File: src/rtl/serial_feeder_pkg.sv
// Shared definitions for the serial bit feeder.
//   state_t        : FSM state encoding (IDLE, SHIFT, GAP)
//   DEF_*          : default parameter values for serial_bit_feeder
//   gap_cnt_width  : width of the gap counter, never less than one bit
package serial_feeder_pkg;

    typedef enum logic [1:0] {
        IDLE  = 2'd0,
        SHIFT = 2'd1,
        GAP   = 2'd2
    } state_t;

    localparam int DEF_WIDTH      = 8;
    localparam int DEF_MSB_FIRST  = 1;
    localparam int DEF_GAP_CYCLES = 1;

    function automatic int gap_cnt_width(input int gap);
        return (gap > 0) ? $clog2(gap + 1) : 1;
    endfunction

endpackage

File: src/rtl/serial_bit_feeder.sv
// Parallel-to-serial front stage for the two-consecutive-ones Mealy detector.
// A word accepted on the load handshake is played out one bit per clock on w,
// followed by GAP_CYCLES forced-zero cycles so the detector settles between
// frames. w is registered so the detector's combinational output sees a
// glitch-free input.
//
// Ports:
//   clk         clock, all state changes on posedge
//   Resetn      asynchronous active-low reset
//   load_valid  upstream offers a word
//   load_ready  block can accept a word (IDLE only, decoded from state)
//   data_in     word to serialize, sampled only on an accepted handshake
//   w           serial bit to the detector (registered)
//   w_valid     w carries a frame bit (registered)
//   busy        high in SHIFT or GAP (decoded from state)
//   done        one-cycle pulse with the last frame bit (registered)
module serial_bit_feeder
    import serial_feeder_pkg::*;
#(
    parameter int WIDTH      = DEF_WIDTH,
    parameter int MSB_FIRST  = DEF_MSB_FIRST,
    parameter int GAP_CYCLES = DEF_GAP_CYCLES
) (
    input  logic             clk,
    input  logic             Resetn,
    input  logic             load_valid,
    output logic             load_ready,
    input  logic [WIDTH-1:0] data_in,
    output logic             w,
    output logic             w_valid,
    output logic             busy,
    output logic             done
);

    localparam int BCW = $clog2(WIDTH);
    localparam int GCW = gap_cnt_width(GAP_CYCLES);

    localparam logic [BCW-1:0] BIT_LAST = BCW'(WIDTH - 1);
    localparam logic [BCW-1:0] BIT_ONE  = BCW'(1);
    localparam logic [GCW-1:0] GAP_LAST = GCW'((GAP_CYCLES > 0) ? GAP_CYCLES - 1 : 0);
    localparam logic [GCW-1:0] GAP_ONE  = GCW'(1);

    state_t           r_state;
    logic [WIDTH-1:0] r_shift;
    logic [BCW-1:0]   r_bitcnt;
    logic [GCW-1:0]   r_gapcnt;
    logic             r_w;
    logic             r_w_valid;
    logic             r_done;

    state_t           w_state_nxt;
    logic             w_accept;

    // Bit that leaves the word next, taken from the end selected by MSB_FIRST.
    function automatic logic head_bit(input logic [WIDTH-1:0] v);
        return (MSB_FIRST != 0) ? v[WIDTH-1] : v[0];
    endfunction

    // Word with its head bit removed, moving the following bit into the head.
    function automatic logic [WIDTH-1:0] drop_head(input logic [WIDTH-1:0] v);
        return (MSB_FIRST != 0) ? (v << 1) : (v >> 1);
    endfunction

    always_comb begin
        w_state_nxt = r_state;
        w_accept    = 1'b0;
        case (r_state)
            IDLE: begin
                if (load_valid) begin
                    w_state_nxt = SHIFT;
                    w_accept    = 1'b1;
                end
            end
            SHIFT: begin
                if (r_bitcnt == '0)
                    w_state_nxt = (GAP_CYCLES > 0) ? GAP : IDLE;
            end
            GAP: begin
                if (r_gapcnt == '0)
                    w_state_nxt = IDLE;
            end
            default: w_state_nxt = IDLE;
        endcase
    end

    assign load_ready = (r_state == IDLE);
    assign busy       = (r_state == SHIFT) || (r_state == GAP);

    assign w       = r_w;
    assign w_valid = r_w_valid;
    assign done    = r_done;

    // The first bit is registered onto w at the accepting edge, so r_shift
    // only ever holds the bits still to come; the bit counter names the
    // remaining bits after the one currently on w.
    always_ff @(posedge clk or negedge Resetn) begin
        if (!Resetn) begin
            r_state   <= IDLE;
            r_shift   <= '0;
            r_bitcnt  <= '0;
            r_gapcnt  <= '0;
            r_w       <= 1'b0;
            r_w_valid <= 1'b0;
            r_done    <= 1'b0;
        end else begin
            r_state <= w_state_nxt;
            case (r_state)
                IDLE: begin
                    if (w_accept) begin
                        r_w       <= head_bit(data_in);
                        r_shift   <= drop_head(data_in);
                        r_bitcnt  <= BIT_LAST;
                        r_w_valid <= 1'b1;
                        r_done    <= 1'b0;
                    end
                end
                SHIFT: begin
                    if (r_bitcnt != '0) begin
                        r_w      <= head_bit(r_shift);
                        r_shift  <= drop_head(r_shift);
                        r_bitcnt <= r_bitcnt - BIT_ONE;
                        // Flag the last bit as it is placed on w.
                        r_done   <= (r_bitcnt == BIT_ONE);
                    end else begin
                        r_w       <= 1'b0;
                        r_w_valid <= 1'b0;
                        r_done    <= 1'b0;
                        r_gapcnt  <= GAP_LAST;
                    end
                end
                GAP: begin
                    if (r_gapcnt != '0)
                        r_gapcnt <= r_gapcnt - GAP_ONE;
                end
                default: begin
                    r_w       <= 1'b0;
                    r_w_valid <= 1'b0;
                    r_done    <= 1'b0;
                end
            endcase
        end
    end

endmodule

File: config.mk
export PLATFORM = sky130hd
export DESIGN_NAME = serial_bit_feeder
export DESIGN_NICKNAME = d
export VERILOG_FILES = /design/src/rtl/serial_feeder_pkg.sv /design/src/rtl/serial_bit_feeder.sv
export SDC_FILE = /design/constraint.sdc
export NUM_CORES = 1
export LEC_CHECK = 0
export BUFFER_PORTS_ARGS = -buffer_cell sky130_fd_sc_hd__buf_4
export CORE_MARGIN = 1
export CORE_UTILIZATION = 30
export DETAILED_ROUTE_END_ITERATION = 7
export SLEW_MARGIN = 10
export SYNTH_ARGS = -nofsm -noshare
export SYNTH_HDL_FRONTEND = slang
export SYNTH_SLANG_ARGS = --single-unit
File: constraint.sdc
create_clock -name clk -period 4.55 [get_ports clk]
set_clock_uncertainty 0.1 [all_clocks]
set_input_delay 0.455 -clock clk [delete_from_list [all_inputs] [get_ports clk]]
set_output_delay 0.455 -clock clk [all_outputs]
set_load 0.02 [all_outputs]
==> metrics list, run 1 <==
* Outcome: finished, final reports clean
* Number of warnings printed during yosys synthesis: 0
* Global placement routability congestion: around 0.72
* Maximum number of pins on one net before global-route repair: 19
- DPL Wire Length: around 1200 um
- After synthesis the netlist holds a flip-flop and latch count of 15.
- In this run, flip-flops and latches consume between 30% and 40% of the power.
* WL final: 1577 um
* Cell family with most CP delay: adder cells
- Clock tree synthesis inserted a total of 3 buffers.
- The critical path is of the flip-flop to flip-flop type.
- In this run, placement finished with an instance count of about 110.
- The tool flagged a number of max-cap violations equal to 0.
* Cell count of the worst reg-to-reg path: 5
- The count of final hold-check violations is 0.
- Global routing finished with a remaining overflow of 0.
* Post-DRT Antenna Nets: 0
- List of cells traversed by the critical path: inv_1 -> ha_1 -> nor2_1 -> a311oi_4 -> mux2_2
* Number of clock sinks: 15
- The number of gates resized after CTS was 0.
- Distinct cell type count of the synthesized netlist: 28
- Startpoint type of the worst setup path: flip-flop
* Relative slew margins: between 50 and 60%
- Of the synthesized area, sequential elements account for roughly 44%.
- Power share of the clock group: 11.9%
- Growth of design area from synthesis to finish: 20.71%
- Data arrives at the worst endpoint at approximately 2.4 ns.
- VDD sags by at most approximately 0.00027 V.
- For this run, design rule violations remaining after detail routing come to 0.
* Count of buffers added by post-CTS timing repair for setup: 0
* Number of design-rule violations left by the first detailed-router iteration: 5
* Final-report max-slew violation count: 0
* Switching part of the total power: 37.98%
- Total via count in the routed design: about 610
- The first detailed-routing pass took 4 iterations.
- The first global-routing pass estimated 2884 um of wire.
- Beginning of the worst register-to-register path: r_state[1]$_DFFE_PN0P_
* Endpoint with the worst hold slack: r_shift[1]$_DFFE_PN0P_
- RR Endpoint: r_shift[4]$_DFFE_PN0P_
- Effective utilization at floorplan: about a third
- Total of endpoints with negative setup slack in the final report: 0
- Subtracting the final worst setup slack from the clock period gives approximately 2.4 ns.
- Longest Clk Path Bufs: 2
- Combinational share of power: 54.2%
- The floorplan has 18 rows.
- Register-to-register path setup slack: around 2.2 ns
* Count of fill cells added during filler insertion: ~260
- Sorting the synthesized cells by area gives the leading types as sky130_fd_sc_hd__dfrtp_1, sky130_fd_sc_hd__mux2_2, sky130_fd_sc_hd__ha_1.
- Ratio of cells with drive above 1 in the final layout: 39.77%
- The die is around 55 um tall.
* Leakage power of the design: about 0.00049 uW
- The floorplan step defined a core boundary enclosing 0.002590 mm^2.
* Worst-skew pair later-pin latency: between 0.2 and 0.3 ns
- Dividing the final minimum period by the clock period gives around 52%.
* Vias in the first global route: 630
- Pin placement for this block handled 16 I/O pins.
* Measured slew at the worst slew-check pin: roughly 0.70 ns
- Area enclosed by the die boundary: approximately 0.0031 mm^2
- The worst hold path passes through 3 cells.
- The repair_antennas step left the layout with diodes totalling 0.
- Static timing analysis puts the maximum clock frequency at between 400 and 500 MHz.
- Dividing total power by cell area gives a power density of 644.7 mW/mm^2.
* Post-Syn Instances: 70
- The worst setup path is captured at a flip-flop.
* Final-layout setup total negative slack: 0 ns
- Final #Nets: around 110
* Net Switching: approximately 250 uW
* Netlist area before placement: roughly 850 um^2
* Source of the worst hold timing path: data_in[0]
- The top cell type by area accounts for roughly 44% of the synthesized area.
- Clock-pin slew was measured on the worst setup and hold paths at about 0.09 ns.
- CTS built an H-tree with a depth of 1.
- Dividing the detail-routed wire length by the instance count gives 13.36 um.
- Dividing the detail-routed via count by the number of cells gives between 5 and 6.
* CTS tree: built
- Width of the chip: between 50 and 60 um
- Along the worst path, the maximum fanout reaches 18.
* Non-filler instance count after layout: 118
* Net count after synthesis: 87
- Combined area of the multi-input logic cells: around 440 um^2
* Buffers added on ports: 15
- Sequential cell area: about 380 um^2
* Antenna violations before repair: 0
* Internal power: 411.2 uW
- On the worst path, the slowest cell contributes a delay of slightly above 0.6 ns.
- Leading area contributor after synthesis: sky130_fd_sc_hd__dfrtp_1
* Final worst hold slack: 0.3279 ns
- For this design, the slowest cell found on the critical path is sky130_fd_sc_hd__ha_1.
- STA puts the critical path data required time at roughly 4.6 ns.
- Buffering stage count on the worst path with inverters included: 1
* Root Driver: sky130_fd_sc_hd__clkbuf_4
- Average size of a mapped cell: between 10 and 15 um^2
- The tightest min-delay check is of the input port to flip-flop type.
- Once layout is complete, the utilization of the core stands at 39.71%.
- Global routing usage summed across all routing layers: 12.10%
- Setup repair after global routing left no endpoint under its margin.
[Yosys cell counts (all sizes together)]
master	instances
a21boi	1
a31oi	1
nor2	2
and2	1
nand3	1
mux2	13
a32o	1
o32a	1
nand2b	1
nand4b	1
ha	6
inv	6
o211ai	1
nor3b	1
nor2b	1
o21a	3
a311oi	1
buf	1
or2b	2
dfrtp	15
o21ai	2
a21o	2
a21oi	2
clkbuf	1
o22a	1
a41o	1
nand4	1
[worst max-delay path by stage]
stage,startpoint,to,slack [ns],cells after the start
floorplan,r_state[0]$_DFFE_PN0P_,r_shift[2]$_DFFE_PN0P_,2.60,5
global placement,r_state[1]$_DFFE_PN0P_,r_shift[4]$_DFFE_PN0P_,2.26,5
detailed placement,r_state[1]$_DFFE_PN0P_,r_shift[4]$_DFFE_PN0P_,2.19,5
CTS,r_state[1]$_DFFE_PN0P_,r_shift[4]$_DFFE_PN0P_,2.17,5
global route,r_state[1]$_DFFE_PN0P_,r_shift[4]$_DFFE_PN0P_,2.02,5
finish,r_state[1]$_DFFE_PN0P_,r_shift[4]$_DFFE_PN0P_,2.19,5
[cell type report]
class | instances | share of cell area, %
multi-input cells | 47 | 43.07
flip-flops and latches | 15 | 36.50
repair buffers | 16 | 11.92
well taps | 30 | 3.650
clock buffers | 3 | 2.190
inverters | 6 | 2.190
clock inverters | 1 | 0.4866
[metrics by stage]
step | setup WS, ns | instance area (um^2) | total power (uW)
floorplan | 2.602 | 852.1 | 505.5
global placement | 2.262 | 991.0 | 583.9
detailed placement | 2.189 | 991.0 | 590.3
CTS | 2.170 | 1028 | 671.6
global route | 2.021 | 1028 | 720.6
finish | 2.194 | 1028 | 663.1
[per-layer routing]
layer | wire length (um) | vias to the layer above | global-route usage (%)
met4 | 22 | 0 | 6.429
met2 | 743 | 9 | 19.45
met5 | 0 | - | 0
li1 | - | 292 | -
met1 | 752 | 308 | 14.98
met3 | 58 | 4 | 2.810
[flip-flops by register name (all words and copies together), names as in the netlist]
name	cells
r_shift	7
r_bitcnt	3
r_state	2
done	1
w	1
w_valid	1
[cell families (layout without fill, tap and decap cells)]
logic type | count (synthesis) | in the layout | share of synthesized area (%)
compound gates | 17 | 17 | 17.04
fa+ha+maj | 6 | 6 | 8.810
buf+inv | 8 | 26 | 3.964
flops | 15 | 15 | 44.05
mux | 13 | 13 | 17.18
simple gates | 11 | 11 | 8.958
[power groups by stage]
stage | registers [uW] | logic (uW) | clock network [uW]
2_1_floorplan | 230 | 275 | 0
3_3_place_gp | 226 | 358 | 0
3_5_place_dp | 229 | 362 | 0
4_1_cts | 225 | 364 | 81.9
5_1_grt | 236 | 396 | 89.2
6_report | 225 | 359 | 79.0
[layout by cell type (no fill, tap or decap), types with 2 or more instances in the layout]
master	synthesis	final
sky130_fd_sc_hd__inv_1	6	6
sky130_fd_sc_hd__clkbuf_4	0	3
sky130_fd_sc_hd__ha_1	6	6
sky130_fd_sc_hd__buf_4	1	15
sky130_fd_sc_hd__or2b_1	2	2
sky130_fd_sc_hd__nor2_1	2	2
sky130_fd_sc_hd__o21ai_0	2	2
sky130_fd_sc_hd__a21oi_1	2	2
sky130_fd_sc_hd__o21a_1	3	3
sky130_fd_sc_hd__dfrtp_1	15	15
sky130_fd_sc_hd__mux2_2	13	13
[tightest hold or removal path, cell delays in order]
cell                       delay, ns
sky130_fd_sc_hd__buf_4          0.08
sky130_fd_sc_hd__nand4b_1       0.08
sky130_fd_sc_hd__o21ai_0        0.07
[repair_timing]
action / 4_1_cts / 5_1_grt
hold buffers: 1 / 0
setup endpoints to repair: 0 / 0
hold endpoints to repair: 15 / 0
Power figures use the tool's default switching activity.
==> run 2: changes to the inputs <==
--- a/config.mk
+++ b/config.mk
@@ -5,6 +5,7 @@
 export SDC_FILE = /design/constraint.sdc
 export NUM_CORES = 1
 export LEC_CHECK = 0
+export ABC_AREA = 1
 export BUFFER_PORTS_ARGS = -buffer_cell sky130_fd_sc_hd__buf_4
 export CORE_MARGIN = 1
 export CORE_UTILIZATION = 30
==> constraint.sdc (replaced) <==
create_clock -name clk -period 2 [get_ports clk]
set_clock_uncertainty 0.1 [all_clocks]
set_input_delay 0.2 -clock clk [delete_from_list [all_inputs] [get_ports clk]]
set_output_delay 0.2 -clock clk [all_outputs]
set_load 0.02 [all_outputs]
==> run 2 against run 1 <==
- die area grew 2.3%
- core utilization down 1.4 points
- via count is 23% higher
- cell count rose by 40%
- clock power rose by 130%
- flip-flop and latch count is the same
- largest power group unchanged
- highest routed layer unchanged
==> metrics list, run 2 <==
- On the critical path, the stage with the largest delay is an instance of sky130_fd_sc_hd__dfrtp_1.
- Cell count of the worst reg-to-reg path: 7 (+2)
* Cell repeated most along the worst path: sky130_fd_sc_hd__nand2_1
* Beginning of the worst register-to-register path: r_state[1]$_DFFE_PN0P_
- The worst setup path is launched from a flip-flop.
- Final #Nets: 152 (+43%)
- The proportion of total power due to net switching is 47.69% (+9.7 points).
* Signal arrival time at the worst endpoint: 1.68 ns (-0.76 ns)
- The post-layout worst setup margin is 0.4064 ns (-1.788 ns).
- The fraction of power consumed by the clock network was 10.7% (-1.2 points).
- The path with the worst hold slack has its endpoint at r_shift[1]$_DFFE_PN0P_.
- RSZ-0062 raised after global routing: no
- Area share of and/or/nand/nor cells after synthesis: 39.17% (+30 points)
- Register-to-register path setup slack: 0.41 ns (-1.79 ns)
- The largest registers in the layout are r_shift (7), r_bitcnt (3), r_state (2).
* Buffers added on ports: 15 (unchanged)
- Leakage power of the design: 0.0005914 uW (+21%)
* Global routing usage summed across all routing layers: 12.93% (+0.83 points)
* Number of clock sinks: 15 (unchanged)
- The critical path starts at r_state[1]$_DFFE_PN0P_.
- Register name with the most flops: r_shift
- Maximum cell stage delay along the critical path: 0.41 ns (-0.20 ns)
- Post-synthesis share of cell area spent on xor and xnor gates: 0% (unchanged)
- The count of final hold-check violations was 0 (unchanged).
- Outcome: finished, final reports clean
- Final-layout setup total negative slack: 0 ns (unchanged)
* Critical path start-end classification: flip-flop to flip-flop
* Maximum number of pins on one net before global-route repair: 16 (-3)
- Number of cells after detailed placement: 160 (+42%)
* Post-synthesis mux area share: 0% (-17 points)
- In this run the most critical hold path is launched from data_in[0].
* Relative slew margins: 75.79% (+23 points)
- Non-filler instance count after layout: 165 (+40%)
- Count of buffers added by post-CTS timing repair for setup: 0 (unchanged)
- Global route overflow: 0 (unchanged)
- DPL Wire Length: 1353 um (+17%)
- Required @ worst endpoint: 2.09 ns (-2.54 ns)
- TritonCTS built the clock tree.
* Growth of design area from synthesis to finish: 21.09%
* TritonCTS Buffers: 3 (unchanged)
* Critical path capture point type: flip-flop
- Root Driver: sky130_fd_sc_hd__clkbuf_4
- Distinct cell type count of the synthesized netlist: 14 (-50%)
- The deepest clock path buffer count came to 2 (unchanged).
* Internal power: 876.5 uW (+110%)
- Net Switching: 799.2 uW (+220%)
- The final critical-path required period is 1.594 ns (-0.7622 ns).
- The proportion of synthesized chip area in sequential cells came to 43.04% (-1.0 points).
- Peak ir drop on the vdd network: 0.0007896 V (+190%)
- Number of detailed-routing iterations run before antenna repair: 4 (unchanged)
* First-pass GRT wire length: 3160 um (+9.6%)
- Antenna violations before repair: 0 (unchanged)
- Number of design-rule violations left by the first detailed-router iteration: 14 (+9)
* Total via count in the routed design: 751 (+23%)
* RR Endpoint: r_shift[5]$_DFFE_PN0P_
- The initial core utilization came to 31.62% (-1.3 points).
* Number of flip-flops under the largest register name: 7 (unchanged)
- Compound-cell area share of the yosys netlist: 2.296% (-15 points)
- The number of buffers and inverters on the critical path came to 2 (+1).
* Net count after synthesis: 131 (+51%)
* Worst min-delay path class: input port to flip-flop
- Primary flip-flop cell chosen by synthesis mapping: sky130_fd_sc_hd__dfrtp_1
- Global placement routability congestion: 0.7770 (+7.2%)
- The library cell used most frequently in the layout, excluding fill and tap cells, is sky130_fd_sc_hd__nand2_1.
* Area inside the core boundary: 0.002758 mm^2 (+6.5%)
* Final-report max-slew violation count: 0 (unchanged)
- The number of levels the H-tree was split into is 1 (unchanged).
* Number of max-cap violations: 0 (unchanged)
- Yosys attributes the largest share of cell area to sky130_fd_sc_hd__dfrtp_1, sky130_fd_sc_hd__nand2_1, sky130_fd_sc_hd__ha_1.
* Post-Syn Instances: 114 (+63%)
* Critical Path Fanout Max: 9 (-9)
- Most instantiated library cell after synthesis: sky130_fd_sc_hd__nand2_1
- WL final: 1747 um (+11%)
* Measured slew at the worst slew-check pin: 0.3632 ns (-0.3396 ns)
* Clock slew seen by the registers of the worst setup and hold paths: 0.09 ns (about the same)
- In the layout the commonest cells are sky130_fd_sc_hd__nand2_1, sky130_fd_sc_hd__buf_4, sky130_fd_sc_hd__dfrtp_1.
* Dominant combinational cell family by area after synthesis: simple AND/OR/NAND/NOR gates
- Boundary pin count: 16 (unchanged)
* Die H: 55.92 um (+1.1%)
- The sequential fraction of design power was 31.6% (-2.3 points).
- The post-synth design cell area is 872.1 um^2 (+2.3%).
- The kind of cell with the highest combined delay along the critical path is flip-flops.
- Cell Pwr Density: 1587 mW/mm^2 (+150%)
- The average size of a mapped cell was 7.650 um^2 (-37%).
* Worst setup slack after placement: 0.4085 ns (-1.781 ns)
- The maximum achievable frequency is 627.5 MHz (+48%).
- Mean routed wirelength per cell: 10.59 um (-21%)
- The share of the clock period used by the worst path after layout is 79.68% (+28 points).
- The total power draw came to 1676 uW (+150%).
* Width of the chip: 55.92 um (+1.1%)
- Vias in the first global route: 747 (+19%)
- List of cells traversed by the critical path: inv_1 -> ha_1 -> inv_1 -> nand2_1 -> nand2_1 -> nand3_1 -> nand2_1
- The share of final-layout standard cells stronger than drive strength 1 was 17.91% (-22 points).
- Final routed DRC violation total: 0 (unchanged)
* Total of endpoints with negative setup slack in the final report: 0 (unchanged)
* Leading area contributor after synthesis: sky130_fd_sc_hd__dfrtp_1
- Vias per Instance: 4.552 (-12%)
- Number of warnings printed during yosys synthesis: 0 (unchanged)
- The number of antenna repair diodes is 0 (unchanged).
- The insertion delay to the later sink of the worst-skew pair was 0.29 ns (about the same).
- EDFF count, synth: 0 (unchanged)
* Area enclosed by the die boundary: 0.003126 mm^2 (+2.3%)
- Proportion of netlist area held by the largest area contributor: 43.04% (-1.0 points)
- Depth of the worst hold-timing path: 3 (unchanged)
- The number of placement rows came to 19 (+1).
- Number of register bits inferred by synthesis: 15 (unchanged)
- Combinational share of power: 57.7% (+3.5 points)
* Adder-Cell Fraction of Synth Area: 8.608% (-0.20 points)
* Most instantiated cells after synthesis: sky130_fd_sc_hd__nand2_1, sky130_fd_sc_hd__dfrtp_1, sky130_fd_sc_hd__inv_1, sky130_fd_sc_hd__nand3_1, sky130_fd_sc_hd__ha_1
- The proportion of synthesized flip-flops having asynchronous set or reset was 100.0% (unchanged).
* Post-DRT Antenna Nets: 0 (unchanged)
[run 2: changes by cell type after synthesis, sizes merged, moves of 2 or more]
cell / change
a21o: -2
o21ai: +2
nand2: +55
or2b: -2
mux2: -13
inv: +7
nand3: +13
a21oi: -2
nand4: +2
o21a: -3
[run 2: cells by family (layout without fill, tap and decap cells)]
| group | Yosys count | in the layout |
|---|---|---|
| compound gates | 4 | 4 |
| simple gates | 75 | 75 |
| fa+ha+maj | 6 | 6 |
| buf+inv | 14 | 34 |
| flops | 15 | 15 |
[run 2: stage by stage]
stage,hold slack (ns),util (%),area [um^2]
final,0.08985,38.29,1056
after global routing,0.1057,38.29,1056
after CTS,0.08597,38.29,1056
after detailed placement,-0.03099,36.98,1020
after global placement,-0.03348,36.98,1020
after floorplan,-0.1956,-,872.1
[run 2: how the worst max path moves through the flow]
| stage | slack, ns | depth (start not counted) | endpoint |
|---|---|---|---|
| after floorplan | 0.49 | 7 | r_bitcnt[2]$_DFFE_PN0P_ |
| after global placement | 0.46 | 7 | r_bitcnt[2]$_DFFE_PN0P_ |
| after detailed placement | 0.41 | 7 | r_shift[5]$_DFFE_PN0P_ |
| after CTS | 0.39 | 7 | r_shift[5]$_DFFE_PN0P_ |
| after global routing | 0.24 | 7 | r_shift[2]$_DFFE_PN0P_ |
| final | 0.41 | 7 | r_shift[5]$_DFFE_PN0P_ |
[run 2: worst reg2reg max path: cells and delay by family (launching register included)]
kind | cells | cell delay [ns]
flops | 1 | 0.41
buf+inv | 2 | 0.32
fa+ha+maj | 1 | 0.37
simple gates | 4 | 0.30
[run 2: repair_timing]
item | CTS | global route
hold endpoints to repair | 15 | 0
gates resized for setup | 0 | 0
hold buffers | 1 | 0
[run 2: power by group through the flow]
stage               combinational (uW)  clock (uW)  sequential [uW]
floorplan                          721           0              541
global placement                   951           0              533
detailed placement                 984           0              537
CTS                                987         181              531
global route                      1120         197              547
finish                             967         179              530
[run 2: layout make-up]
class                           count  area [um^2]
Multi-Input combinational cell     85        436.7
Clock buffer                        4        26.28
Tap cell                           31        38.79
Inverter                           13        48.80
Timing Repair Buffer               17        130.1
Sequential cell                    15        375.4
Fill cell                         286         1702
[run 2: metal layers]
metal  wire, um  track usage [%]  part of all wire, %  up-vias
met5          0                0                    0        -
met4         25            5.226                  1.4        0
met3         43            2.791                  2.5        4
met2        814            20.65                   47        9
met1        863            17.09                   49      343
li1           -                -                    -      395
==> run 3: changes to the inputs <==
==> constraint.sdc (replaced) <==
create_clock -name clk -period 1.3 [get_ports clk]
set_clock_uncertainty 0.1 [all_clocks]
set_input_delay 0.13 -clock clk [delete_from_list [all_inputs] [get_ports clk]]
set_output_delay 0.13 -clock clk [all_outputs]
set_load 0.02 [all_outputs]
==> run 3 against run 2 <==
- largest cell class unchanged
- total power up 110%
- register-to-register slack worse by 0.56 ns
- sequential power up 56%
- core utilization up 9.7 points
- non-clock buffer count up 15
- routed wire length up 22%
- the flow now finishes with violations (negative setup slack)
- setup slack worse by 0.56 ns
- critical endpoint unchanged
- critical path type unchanged
- highest routed layer unchanged
- global-route usage up 1.6 points
==> metrics list, run 3 (synthesized netlist as in run 2, its figures left out) <==
- TritonCTS Buffers: 3 (unchanged)
* Measured slew at the worst slew-check pin: 0.2114 ns (-0.1518 ns)
- The final-layout setup total negative slack came to -1.768 ns (-1.768 ns).
- The largest registers in the layout are r_shift (7), r_bitcnt (3), r_state (2).
- Area after detailed placement: 0.001092 mm^2 (+7.1%)
- The maximum number of pins on one net before global-route repair came to 16 (unchanged).
* Number of detailed-routing iterations run before antenna repair: 4 (unchanged)
* Non-filler instance count after layout: 182 (+10%)
- The data required time of the worst path came to 1.42 ns (-0.67 ns).
- STA classifies the critical path startpoint as a flip-flop.
* Vias per Instance: 4.731 (+3.9%)
- Mean routed wirelength per cell: 11.69 um (+10%)
* Area enclosed by the die boundary: 0.003126 mm^2 (unchanged)
- The maximum achievable frequency was 687.7 MHz (+9.6%).
- H-tree depth reported by CTS: 1 (unchanged)
- The overall routing resource usage was 14.48% (+1.6 points).
- Net Switching: 1564 uW (+96%)
* Final-report max-slew violation count: 0 (unchanged)
- The total power draw is 3441 uW (+110%).
* Die H: 55.92 um (unchanged)
* Most common cell after layout, fill and taps aside: sky130_fd_sc_hd__nand2_1
* Period Utilization, post-route: 111.9% (+32 points)
- The number of remaining DRC errors was 0 (unchanged).
- Power share of the clock group: 7.9% (-2.8 points)
- The number of buffer cells added on primary ports came to 15 (unchanged).
- The initial core utilization was 31.62% (unchanged).
- Sequential share of power: 24.0% (-7.6 points)
- The post-layout net count came to 169 (+11%).
- The number of antenna repair diodes is 0 (unchanged).
* Cell Pwr Density: 2602 mW/mm^2 (+64%)
- Critical path capture point type: flip-flop
* Worst min-delay path class: input port to flip-flop
* Row count: 19 (unchanged)
- Total via count in the routed design: 861 (+15%)
- The insertion delay to the later sink of the worst-skew pair is 0.28 ns (about the same).
- The cell count after placement came to 166 (+3.8%).
* Relative slew margins: 85.91% (+10 points)
- The critical path is of the flip-flop to flip-flop type.
* Number of clock sinks: 15 (unchanged)
- The fill cell total of the finished layout came to 255 (-11%).
- Peak ir drop on the vdd network: 0.001398 V (+77%)
- The die boundary width was 55.92 um (unchanged).
- Signal arrival time at the worst endpoint: 1.58 ns (-0.10 ns)
- The area growth from synthesis to layout is 51.65%.
- The cell area after layout is 0.001323 mm^2 (+25%).
- Number of design-rule violations left by the first detailed-router iteration: 22 (+8)
- The post-layout worst setup margin came to -0.1542 ns (-0.5606 ns).
- The final critical-path required period came to 1.454 ns (-0.1394 ns).
* Number of flip-flops under the largest register name: 7 (unchanged)
- Clock slew seen by the registers of the worst setup and hold paths: 0.09 ns (about the same)
* RSZ-0062 raised after global routing: yes
- CTS tree: built
- r_shift holds more flip-flops than any other register.
- Vias in the first global route: 847 (+13%)
- The final global-route overflow total was 0 (unchanged).
* Outcome: finished, violations left
- The final reports fail on negative setup slack.
* Global placement routability congestion: 0.7457 (-4.0%)
* Most frequent cells in the layout: sky130_fd_sc_hd__nand2_1, sky130_fd_sc_hd__buf_4, sky130_fd_sc_hd__dfrtp_1
- The deepest clock path buffer count is 2 (unchanged).
* Switching part of the total power: 45.44% (-2.2 points)
- Leakage power of the design: 0.0006888 uW (+16%)
* Number of max-cap violations: 0 (unchanged)
- Ratio of cells with drive above 1 in the final layout: 41.72% (+24 points)
- Combinational share of power: 68.1% (+10 points)
- Internal power: 1877 uW (+110%)
* Final hold violation count: 0 (unchanged)
* Critical Path Fanout Max: 5 (-4)
* Root Driver: sky130_fd_sc_hd__clkbuf_4
* DPL Wire Length: 1412 um (+4.4%)
- Boundary pin count: 16 (unchanged)
* Antenna violations before repair: 0 (unchanged)
- The setup-violating endpoint count in the final report is 16 (+16).
- The post-route antenna net violation count came to 0 (unchanged).
* Area inside the core boundary: 0.002758 mm^2 (unchanged)
* WL final: 2127 um (+22%)
* First-pass GRT wire length: 3560 um (+13%)
-- run 3: changes by cell type in the layout (fill, tap and decap cells not counted), moves of 3 or more --
| cell | previous run | this run |
|---|---|---|
| sky130_fd_sc_hd__buf_4 | 16 | 25 |
| sky130_fd_sc_hd__inv_1 | 12 | 5 |
| sky130_fd_sc_hd__nand2_1 | 55 | 48 |
| sky130_fd_sc_hd__inv_2 | 1 | 7 |
| sky130_fd_sc_hd__nand2_2 | 0 | 6 |
| sky130_fd_sc_hd__buf_6 | 0 | 5 |
| sky130_fd_sc_hd__ha_1 | 6 | 2 |
| sky130_fd_sc_hd__ha_4 | 0 | 3 |
| sky130_fd_sc_hd__nand3_1 | 12 | 9 |
| sky130_fd_sc_hd__nand3_2 | 0 | 3 |
| sky130_fd_sc_hd__nor2_4 | 1 | 4 |
-- run 3: worst max-delay path, cell delays in order, from the launching register on --
cell and delay, ns:
sky130_fd_sc_hd__dfrtp_1 0.41, sky130_fd_sc_hd__inv_2 0.08, sky130_fd_sc_hd__ha_4 0.18, sky130_fd_sc_hd__buf_6 0.12, sky130_fd_sc_hd__nor2_4 0.19, sky130_fd_sc_hd__inv_2 0.09, sky130_fd_sc_hd__nand3_4 0.10, sky130_fd_sc_hd__nand2_1 0.06
sky130_fd_sc_hd__nand2_1 0.06
-- run 3: metal layers --
layer | up-vias | GRT usage, % | wire, um
met3 | 4 | 1.860 | 53
met1 | 397 | 18.46 | 920
li1 | 441 | - | -
met2 | 19 | 24.44 | 1122
met4 | 0 | 6.620 | 31
met5 | - | 0 | 0
-- run 3: power groups by stage --
stage	sequential [uW]	combinational [uW]	clock, uW
finish	826	2340	272
global route	845	2620	303
CTS	810	2020	286
detailed placement	828	1730	0
global placement	825	1690	0
floorplan	845	1210	0
-- run 3: stage by stage --
step           utilization [%]  hold WS (ns)  setup slack (ns)
6_report                 47.96       0.02961           -0.1542
5_1_grt                  47.96       0.03928           -0.2394
4_1_cts                  44.51       0.02178           -0.1155
3_5_place_dp             39.61      -0.09760          -0.09097
3_3_place_gp             39.61      -0.09966           -0.1336
2_1_floorplan                -       -0.2656          0.007433
-- run 3: final timing paths --
kind / startpoint / endpoint / slack [ns] / cells after the start
min in group asynchronous: Resetn / r_state[1]$_DFFE_PN0P_ / 0.13 / 2
worst min-delay path: data_in[7] / w$_DFFE_PN0P_ / 0.03 / 5
worst min register to register: w$_DFFE_PN0P_ / w$_DFFE_PN0P_ / 0.38 / 2
worst max-delay path: r_state[0]$_DFFE_PN0P_ / r_shift[5]$_DFFE_PN0P_ / -0.15 / 8
max in group asynchronous: Resetn / r_shift[5]$_DFFE_PN0P_ / 0.78 / 2
worst max register to register: r_state[0]$_DFFE_PN0P_ / r_shift[5]$_DFFE_PN0P_ / -0.15 / 8
-- run 3: repair_timing --
item,4_1_cts,5_1_grt
endpoints found under the hold margin,15,0
endpoints found under the setup margin,17,17
cloned,1,1
resized for setup,10,20
setup buffers,6,3
hold buffers,1,0
pin swaps,2,9
-- run 3: area by class of cell --
cell class	count	area, um^2	area share, %
flip-flops and latches	15	375.4	28.38
clock buffers	4	26.28	1.987
inverters	13	52.55	3.974
well taps	31	38.79	2.933
multi-input cells	87	555.5	42.01
repair buffers	32	274.0	20.72
